**src/rtl/router_iact_pkg.sv**
```systemverilog
// Shared constants for the multicast iact router: destination/source indices,
// fetch FSM encoding and a constant-evaluable clog2.
package router_iact_pkg;

   localparam int DST_N    = 0;
   localparam int DST_S    = 1;
   localparam int DST_E    = 2;
   localparam int DST_SPAD = 3;

   localparam int SRC_N = 0;
   localparam int SRC_S = 1;
   localparam int SRC_W = 2;
   localparam int SRC_E = 3;

   localparam logic [1:0] ST_IDLE  = 2'd0;
   localparam logic [1:0] ST_FETCH = 2'd1;
   localparam logic [1:0] ST_DRAIN = 2'd2;

   function automatic int clog2(input int value);
      int r;
      int v;
      r = 0;
      v = value - 1;
      while (v > 0) begin
         r = r + 1;
         v = v >> 1;
      end
      return r;
   endfunction

endpackage

```
**src/rtl/iact_fifo.sv**
```systemverilog
// Synchronous FIFO holding {data, dest_mask} words; push while full is
// accepted only when a pop happens in the same cycle.
module iact_fifo
   import router_iact_pkg::*;
#(
   parameter int WIDTH = 20,
   parameter int DEPTH = 4,
   localparam int AW = (DEPTH > 1) ? clog2(DEPTH) : 1,
   localparam int CW = clog2(DEPTH) + 1
) (
   input  logic             clk,
   input  logic             reset,
   input  logic             push,
   input  logic [WIDTH-1:0] wdata,
   input  logic             pop,
   output logic [WIDTH-1:0] rdata,
   output logic             full,
   output logic             empty,
   output logic [CW-1:0]    count
);

   logic [WIDTH-1:0] mem [DEPTH];
   logic [AW-1:0]    wr_ptr;
   logic [AW-1:0]    rd_ptr;
   logic             do_push;
   logic             do_pop;

   assign full    = (count == CW'(DEPTH));
   assign empty   = (count == '0);
   assign do_pop  = pop & ~empty;
   assign do_push = push & (~full | do_pop);
   assign rdata   = mem[rd_ptr];

   always_ff @(posedge clk) begin
      if (do_push) mem[wr_ptr] <= wdata;
   end

   always_ff @(posedge clk or negedge reset) begin
      if (!reset) begin
         wr_ptr <= '0;
         rd_ptr <= '0;
         count  <= '0;
      end else begin
         if (do_push) wr_ptr <= wr_ptr + AW'(1);
         if (do_pop)  rd_ptr <= rd_ptr + AW'(1);
         if (do_push && !do_pop)      count <= count + CW'(1);
         else if (!do_push && do_pop) count <= count - CW'(1);
      end
   end

endmodule

```
**src/rtl/router_iact_mc.sv**
```systemverilog
// Multicast iact router: round-robin mesh arbitration plus a GLB burst-fetch
// engine feeding one FIFO whose head is eagerly forked to N/S/E/spad.
module router_iact_mc
   import router_iact_pkg::*;
#(
   parameter int DATA_BITWIDTH     = 16,
   parameter int ADDR_BITWIDTH_GLB = 10,
   parameter int FIFO_DEPTH        = 4,
   parameter int BURST_LEN         = 25,
   parameter int A_READ_ADDR       = 100
) (
   input  logic                         clk,
   input  logic                         reset,
   input  logic [3:0]                   dest_mask,
   input  logic [4*DATA_BITWIDTH-1:0]   in_data,
   input  logic [3:0]                   in_valid,
   output logic [3:0]                   in_ready,
   output logic [DATA_BITWIDTH-1:0]     north_data_o,
   output logic [DATA_BITWIDTH-1:0]     south_data_o,
   output logic [DATA_BITWIDTH-1:0]     east_data_o,
   output logic                         north_valid_o,
   output logic                         south_valid_o,
   output logic                         east_valid_o,
   input  logic                         north_ready_i,
   input  logic                         south_ready_i,
   input  logic                         east_ready_i,
   output logic [DATA_BITWIDTH-1:0]     spad_data_o,
   output logic                         spad_load_en_o,
   input  logic                         fetch_start,
   output logic [ADDR_BITWIDTH_GLB-1:0] glb_addr_o,
   output logic                         glb_req_o,
   input  logic [DATA_BITWIDTH-1:0]     glb_data_i,
   output logic                         fetch_busy,
   output logic                         fetch_done
);

   localparam int CNT_W = clog2(FIFO_DEPTH) + 1;
   localparam int ISS_W = clog2(BURST_LEN + 1);
   localparam int FW    = DATA_BITWIDTH + 4;

   logic [1:0]                   state;
   logic [ADDR_BITWIDTH_GLB-1:0] addr;
   logic [ISS_W-1:0]             issued;
   logic                         rsp_vld_p1;
   logic [1:0]                   rr_ptr;
   logic [3:0]                   sent;

   logic                     fifo_push, fifo_pop, fifo_full, fifo_empty;
   logic [CNT_W-1:0]         fifo_count;
   logic [FW-1:0]            push_word, head_word;
   logic [DATA_BITWIDTH-1:0] head_data, mesh_data;
   logic [3:0]               head_mask, dst_valid, dst_ready, dst_done;
   logic [3:0]               grant;
   logic [1:0]               grant_idx, idx;
   logic                     found, mesh_en, glb_req;

   iact_fifo #(.WIDTH(FW), .DEPTH(FIFO_DEPTH)) u_fifo (
      .clk   (clk),
      .reset (reset),
      .push  (fifo_push),
      .wdata (push_word),
      .pop   (fifo_pop),
      .rdata (head_word),
      .full  (fifo_full),
      .empty (fifo_empty),
      .count (fifo_count)
   );

   // Eager fork: each destination fires once per head word, pop when all masked ones are done
   assign head_mask = head_word[3:0];
   assign head_data = fifo_empty ? '0 : head_word[FW-1:4];
   assign dst_valid = {4{~fifo_empty}} & head_mask & ~sent;
   assign dst_ready = {1'b1, east_ready_i, south_ready_i, north_ready_i};
   assign dst_done  = dst_valid & dst_ready;
   assign fifo_pop  = ~fifo_empty && ((head_mask & ~(sent | dst_done)) == 4'b0000);

   // Mesh grants are held off during reset so in_ready reads 0 like every other output
   assign mesh_en = reset && (state == ST_IDLE) && !rsp_vld_p1 && (!fifo_full || fifo_pop);

   always_comb begin
      grant     = '0;
      grant_idx = rr_ptr;
      mesh_data = '0;
      found     = 1'b0;
      idx       = '0;
      for (int k = 0; k < 4; k++) begin
         idx = rr_ptr + 2'(k);
         if (mesh_en && !found && in_valid[idx]) begin
            found      = 1'b1;
            grant[idx] = 1'b1;
            grant_idx  = idx;
            mesh_data  = in_data[32'(idx)*DATA_BITWIDTH +: DATA_BITWIDTH];
         end
      end
   end

   assign in_ready  = grant;
   assign fifo_push = rsp_vld_p1 | (|grant);
   assign push_word = rsp_vld_p1 ? {glb_data_i, dest_mask} : {mesh_data, dest_mask};

   // Credit check on registered count plus the one response that may be in flight
   assign glb_req = (state == ST_FETCH) &&
                    ((int'(fifo_count) + int'(rsp_vld_p1)) < FIFO_DEPTH);

   always_ff @(posedge clk or negedge reset) begin
      if (!reset) begin
         state      <= ST_IDLE;
         addr       <= '0;
         issued     <= '0;
         rsp_vld_p1 <= 1'b0;
         rr_ptr     <= '0;
         sent       <= '0;
      end else begin
         rsp_vld_p1 <= glb_req;
         if (|grant) rr_ptr <= grant_idx + 2'd1;
         sent <= fifo_pop ? 4'b0000 : (sent | dst_done);
         case (state)
            ST_IDLE: begin
               if (fetch_start) begin
                  state  <= ST_FETCH;
                  addr   <= ADDR_BITWIDTH_GLB'(A_READ_ADDR);
                  issued <= '0;
               end
            end
            ST_FETCH: begin
               if (glb_req) begin
                  addr   <= addr + ADDR_BITWIDTH_GLB'(1);
                  issued <= issued + ISS_W'(1);
                  if (issued == ISS_W'(BURST_LEN - 1)) state <= ST_DRAIN;
               end
            end
            ST_DRAIN: begin
               if (rsp_vld_p1) state <= ST_IDLE;
            end
            default: state <= ST_IDLE;
         endcase
      end
   end

   assign north_data_o   = head_data;
   assign south_data_o   = head_data;
   assign east_data_o    = head_data;
   assign spad_data_o    = head_data;
   assign north_valid_o  = dst_valid[DST_N];
   assign south_valid_o  = dst_valid[DST_S];
   assign east_valid_o   = dst_valid[DST_E];
   assign spad_load_en_o = dst_valid[DST_SPAD];
   assign glb_addr_o     = addr;
   assign glb_req_o      = glb_req;
   assign fetch_busy     = (state != ST_IDLE);
   assign fetch_done     = (state == ST_DRAIN) && rsp_vld_p1;

endmodule

```
**config.mk**
```make
export PLATFORM = sky130hd
export DESIGN_NAME = router_iact_mc
export DESIGN_NICKNAME = d
export VERILOG_FILES = /design/src/rtl/router_iact_pkg.sv /design/src/rtl/iact_fifo.sv /design/src/rtl/router_iact_mc.sv
export SDC_FILE = /design/constraint.sdc
export NUM_CORES = 1
export LEC_CHECK = 0
export CAP_MARGIN = 20
export CORE_MARGIN = 2
export CORE_UTILIZATION = 30
export DETAILED_ROUTE_END_ITERATION = 10
export PLACE_DENSITY = 0.5
export SLEW_MARGIN = 10
export SYNTH_ARGS = -nofsm -noshare
export SYNTH_HDL_FRONTEND = slang
export SYNTH_SLANG_ARGS = --single-unit
```
**constraint.sdc**
```tcl
create_clock -name clk -period 5.5 [get_ports clk]
set_input_delay 1.375 -clock clk [delete_from_list [all_inputs] [get_ports clk]]
set_output_delay 1.375 -clock clk [all_outputs]
set_load 0.01 [all_outputs]
```
==> out/results.txt <==
die height = 163.3 um
cts hold-fix bufs = 0
detailed router's first-iteration violation count = 281
vias in the first global route = 5,341
max-slew violations = 0
DP Wirelength = 14,080 um
Fin. Hold Viols = 0
Die Width = 163.3 um
worst-skew pair later-pin latency = 0.36 ns
drt wl/cell = 18.89 um
maximum clock rate = 194.5 MHz
most area-hungry cell type in the Yosys netlist = edfxtp_1
# DRC = 0
Starting Density = 30.39%
GRT Total Usage = 14.58%
RSZ-0062 raised after global routing = false
first-pass GRT wire length = 29,870 um
crit end category = output port
FF-to-FF setup slack = 1.00 ns
io pins = 179
ranking of synthesized cells by area = edfxtp_1 32%, mux4_2 25%, dfrtp_1 10%, buf_4 4.8%, a21oi_1 2.4%
Critical Path Max Stage Delay = 0.56 ns
CP Buf/Inv Count = 2
max_cap viols = 0
post-synthesis to final-layout area growth = 28.25%
clk sink count = 111
Min-Delay Path Class = reg2reg
CTS max path bufs = 2
Main synth FF type = edfxtp_1
drt pass-1 iters = 5
proportion of layout cells with a drive suffix above 1 = 20.66%
post-synthesis register bit count = 111
status = finished clean
Final nets = 799
Mapped Cells = 575
Vias = 5,389
Post-CTS Setup Inserts = 0
Core Area = 25,040 sq um
full die area = 26,660 sq um
setup violators final = 0
Syn Nets = 682
Worst Path Arrival = 3.77 ns
GPL Wtd Cong = 0.8050
post-CTS sizing = 0
Tmin final = 5.141 ns
CP Launch Type = primary input
top cell type's share of synthesized area = 31.57%
CTS H-tree depth = 3
Post-Route WL = 19,460 um
initial antenna violation count = 3
most used cell, CP = clkdlybuf4s50_1
number of fill cells = 2,372
crit path max fanout = 6
distinct cell type count after synthesis = 60
Critical Path RT = 4.12 ns
CP cell instances = clkdlybuf4s50_1, mux2i_1, mux2_2, a211o_1, a32o_1, and2_1, clkdlybuf4s50_1
Mean Syn Cell Area = 13.23 sq um
share of flip-flops with an asynchronous set or reset = 27.93%
Mapped Area = 7610 sq um
Worst Clk Skew = 0.01458 ns
PwrDens = 585.2 nW/um^2
maximum vdd drop = 0.0002941 V
critical path class = in2out
LEAKAGE = 3.347 nW
Tcrit/Tclk final = 93.48%
Num CTS Buffers = 9
EDFF count, synth = 80
clock tree root buffer cell = clkbuf_16
largest net degree at the start of global routing = 66
Worst-Margin Slew = 1.088 ns
port buffer count = 178
Final ANT Viol Nets = 0
DR vias/cell = 5.232
total gr overflow = 0
Slew headroom = 27.49%
Largest delay share family, worst path = buffers and inverters
CTS tree = done
placed cell areas = 9370 sq um
critical path's slowest cell = clkdlybuf4s50_1
Design Area, Final = 9759 sq um
clock-pin slew on the worst setup and hold paths = 0.08 ns
synth warn = 0
sequential share of the synthesized area = 41.76%
num rows = 58
setup tns final = 0 ns
layout by cell type, fill, tap and decap left out, types with 2 or more instances in the layout:
cell | synthesis | final
inv_1 | 13 | 13
and2_1 | 28 | 28
nor3b_1 | 3 | 3
inv_8 | 0 | 3
a211o_1 | 4 | 4
a22oi_1 | 15 | 15
clkdlybuf4s50_1 | 0 | 178
edfxtp_1 | 80 | 80
o22ai_1 | 13 | 13
buf_4 | 49 | 13
diode_2 | 0 | 3
nand2_1 | 21 | 21
mux4_2 | 86 | 86
mux2i_1 | 8 | 8
nor2b_1 | 3 | 3
ha_1 | 12 | 11
and3_1 | 4 | 4
a32o_1 | 4 | 4
inv_12 | 0 | 2
nand2b_1 | 8 | 8
xor2_1 | 12 | 12
or3_1 | 2 | 2
clkbuf_16 | 0 | 9
nand3_1 | 8 | 8
nor2_1 | 37 | 37
buf_8 | 0 | 2
a21oi_1 | 36 | 36
o22ai_2 | 10 | 10
nor4b_1 | 2 | 2
dfrtp_1 | 31 | 30
mux2_2 | 5 | 5
nand4_1 | 2 | 2
o21ai_0 | 5 | 5
clkinv_8 | 0 | 2
nor3_1 | 3 | 3
xnor2_1 | 5 | 5
cells in the mapped netlist (2+ instances only):
cell type,count
ha_1,12
xor2_1,12
a211o_1,4
buf_1,9
o22ai_2,10
inv_1,13
nor2b_1,3
dfrtp_1,31
and2_1,28
nor3b_1,3
clkbuf_1,21
nor2_1,37
nand4_1,2
mux2_2,5
o22ai_1,13
or3_1,2
nor4b_1,2
mux4_2,86
and3_1,4
buf_4,49
o21ai_0,5
nand3_1,8
a21oi_1,36
buf_6,2
nor3_1,3
edfxtp_1,80
a22oi_1,15
xnor2_1,5
nand2b_1,8
mux2i_1,8
nand2_1,21
buf_2,7
a32o_1,4
path summary, 6_finish.rpt:
kind / end / startpoint / depth (start not counted)
max reg2reg: u_fifo.count[1]$_DFFE_PN0P_ / rr_ptr[0]$_DFFE_PN0P_ / 12
min: sent[0]$_DFF_PN0_ / sent[0]$_DFF_PN0_ / 2
max in group asynchronous: rr_ptr[0]$_DFFE_PN0P_ / reset / 2
min in group asynchronous: glb_addr_o[1]$_DFFE_PN0P_ / reset / 2
max: in_ready[1] / in_valid[0] / 7
min reg2reg: sent[0]$_DFF_PN0_ / sent[0]$_DFF_PN0_ / 2
worst min-delay path: cells and delay by family, from the launching register on:
kind,cells,cell delay (ns)
simple gates,1,0.07
flops,1,0.37
compound gates,1,0.05
kinds of logic (layout without fill, tap and decap cells):
| group | Yosys count | after routing | share of synthesized area, % |
|---|---|---|---|
| adder cells (fa/ha/maj) | 13 | 13 | 2.236 |
| AND/OR/NAND/NOR | 131 | 131 | 9.142 |
| XOR/XNOR | 17 | 17 | 1.957 |
| AO/OA/AOI/OAI | 101 | 101 | 9.750 |
| buffers and inverters | 102 | 224 | 7.761 |
| other | 0 | 3 | 0 |
| multiplexers | 100 | 100 | 27.39 |
| flip-flops | 111 | 111 | 41.76 |
final cells by class:
class                           count  area, sq um  area share [%]
Clock inverter                      7        98.84           1.013
Inverter                           14        52.55          0.5385
Multi-Input combinational cell    362         3844           39.38
Antenna cell                        3        7.507         0.07692
Sequential cell                   111         3182           32.60
Tap cell                          330        412.9           4.231
Clock buffer                        9        225.2           2.308
Timing Repair Buffer              194         1937           19.85
sequential cells by signal, summed over array words and instances (netlist names):
register and count:
glb_addr_o 10, issued 5, rr_ptr 2, rsp_vld_p1 1, sent 4, state 2
u_fifo.count 3, u_fifo.mem 80, u_fifo.rd_ptr 2, u_fifo.wr_ptr 2
routing by layer:
metal  global-route usage, %  share of wire, %
met1                   19.64                43
met3                   2.057               5.0
met2                   24.47                50
met4                   4.385               1.3
met5                       0                 0
metrics by stage:
stage | total power, W | instances | utilization [%] | hold WS, ns | worst slack [ns]
2_1_floorplan | 0.003962 | 575 | - | 0.4656 | 1.186
3_3_place_gp | 0.004988 | 1008 | 37.43 | 0.5081 | 0.3938
3_5_place_dp | 0.005072 | 1008 | 37.43 | 0.5162 | 0.3736
4_1_cts | 0.005757 | 1024 | 38.72 | 0.5351 | 0.3675
5_1_grt | 0.006096 | 1030 | 38.98 | 0.5752 | 0.2448
6_report | 0.005711 | 1030 | 38.98 | 0.5277 | 0.3585
report_power, final:
group / internal [W] / switching, W / leakage, nW
combinational: 0.00192 / 0.00168 / 2.08
clock: 0.000337 / 0.000341 / 0.157
sequential: 0.00128 / 0.000154 / 1.11
Power figures use the tool's default switching activity.
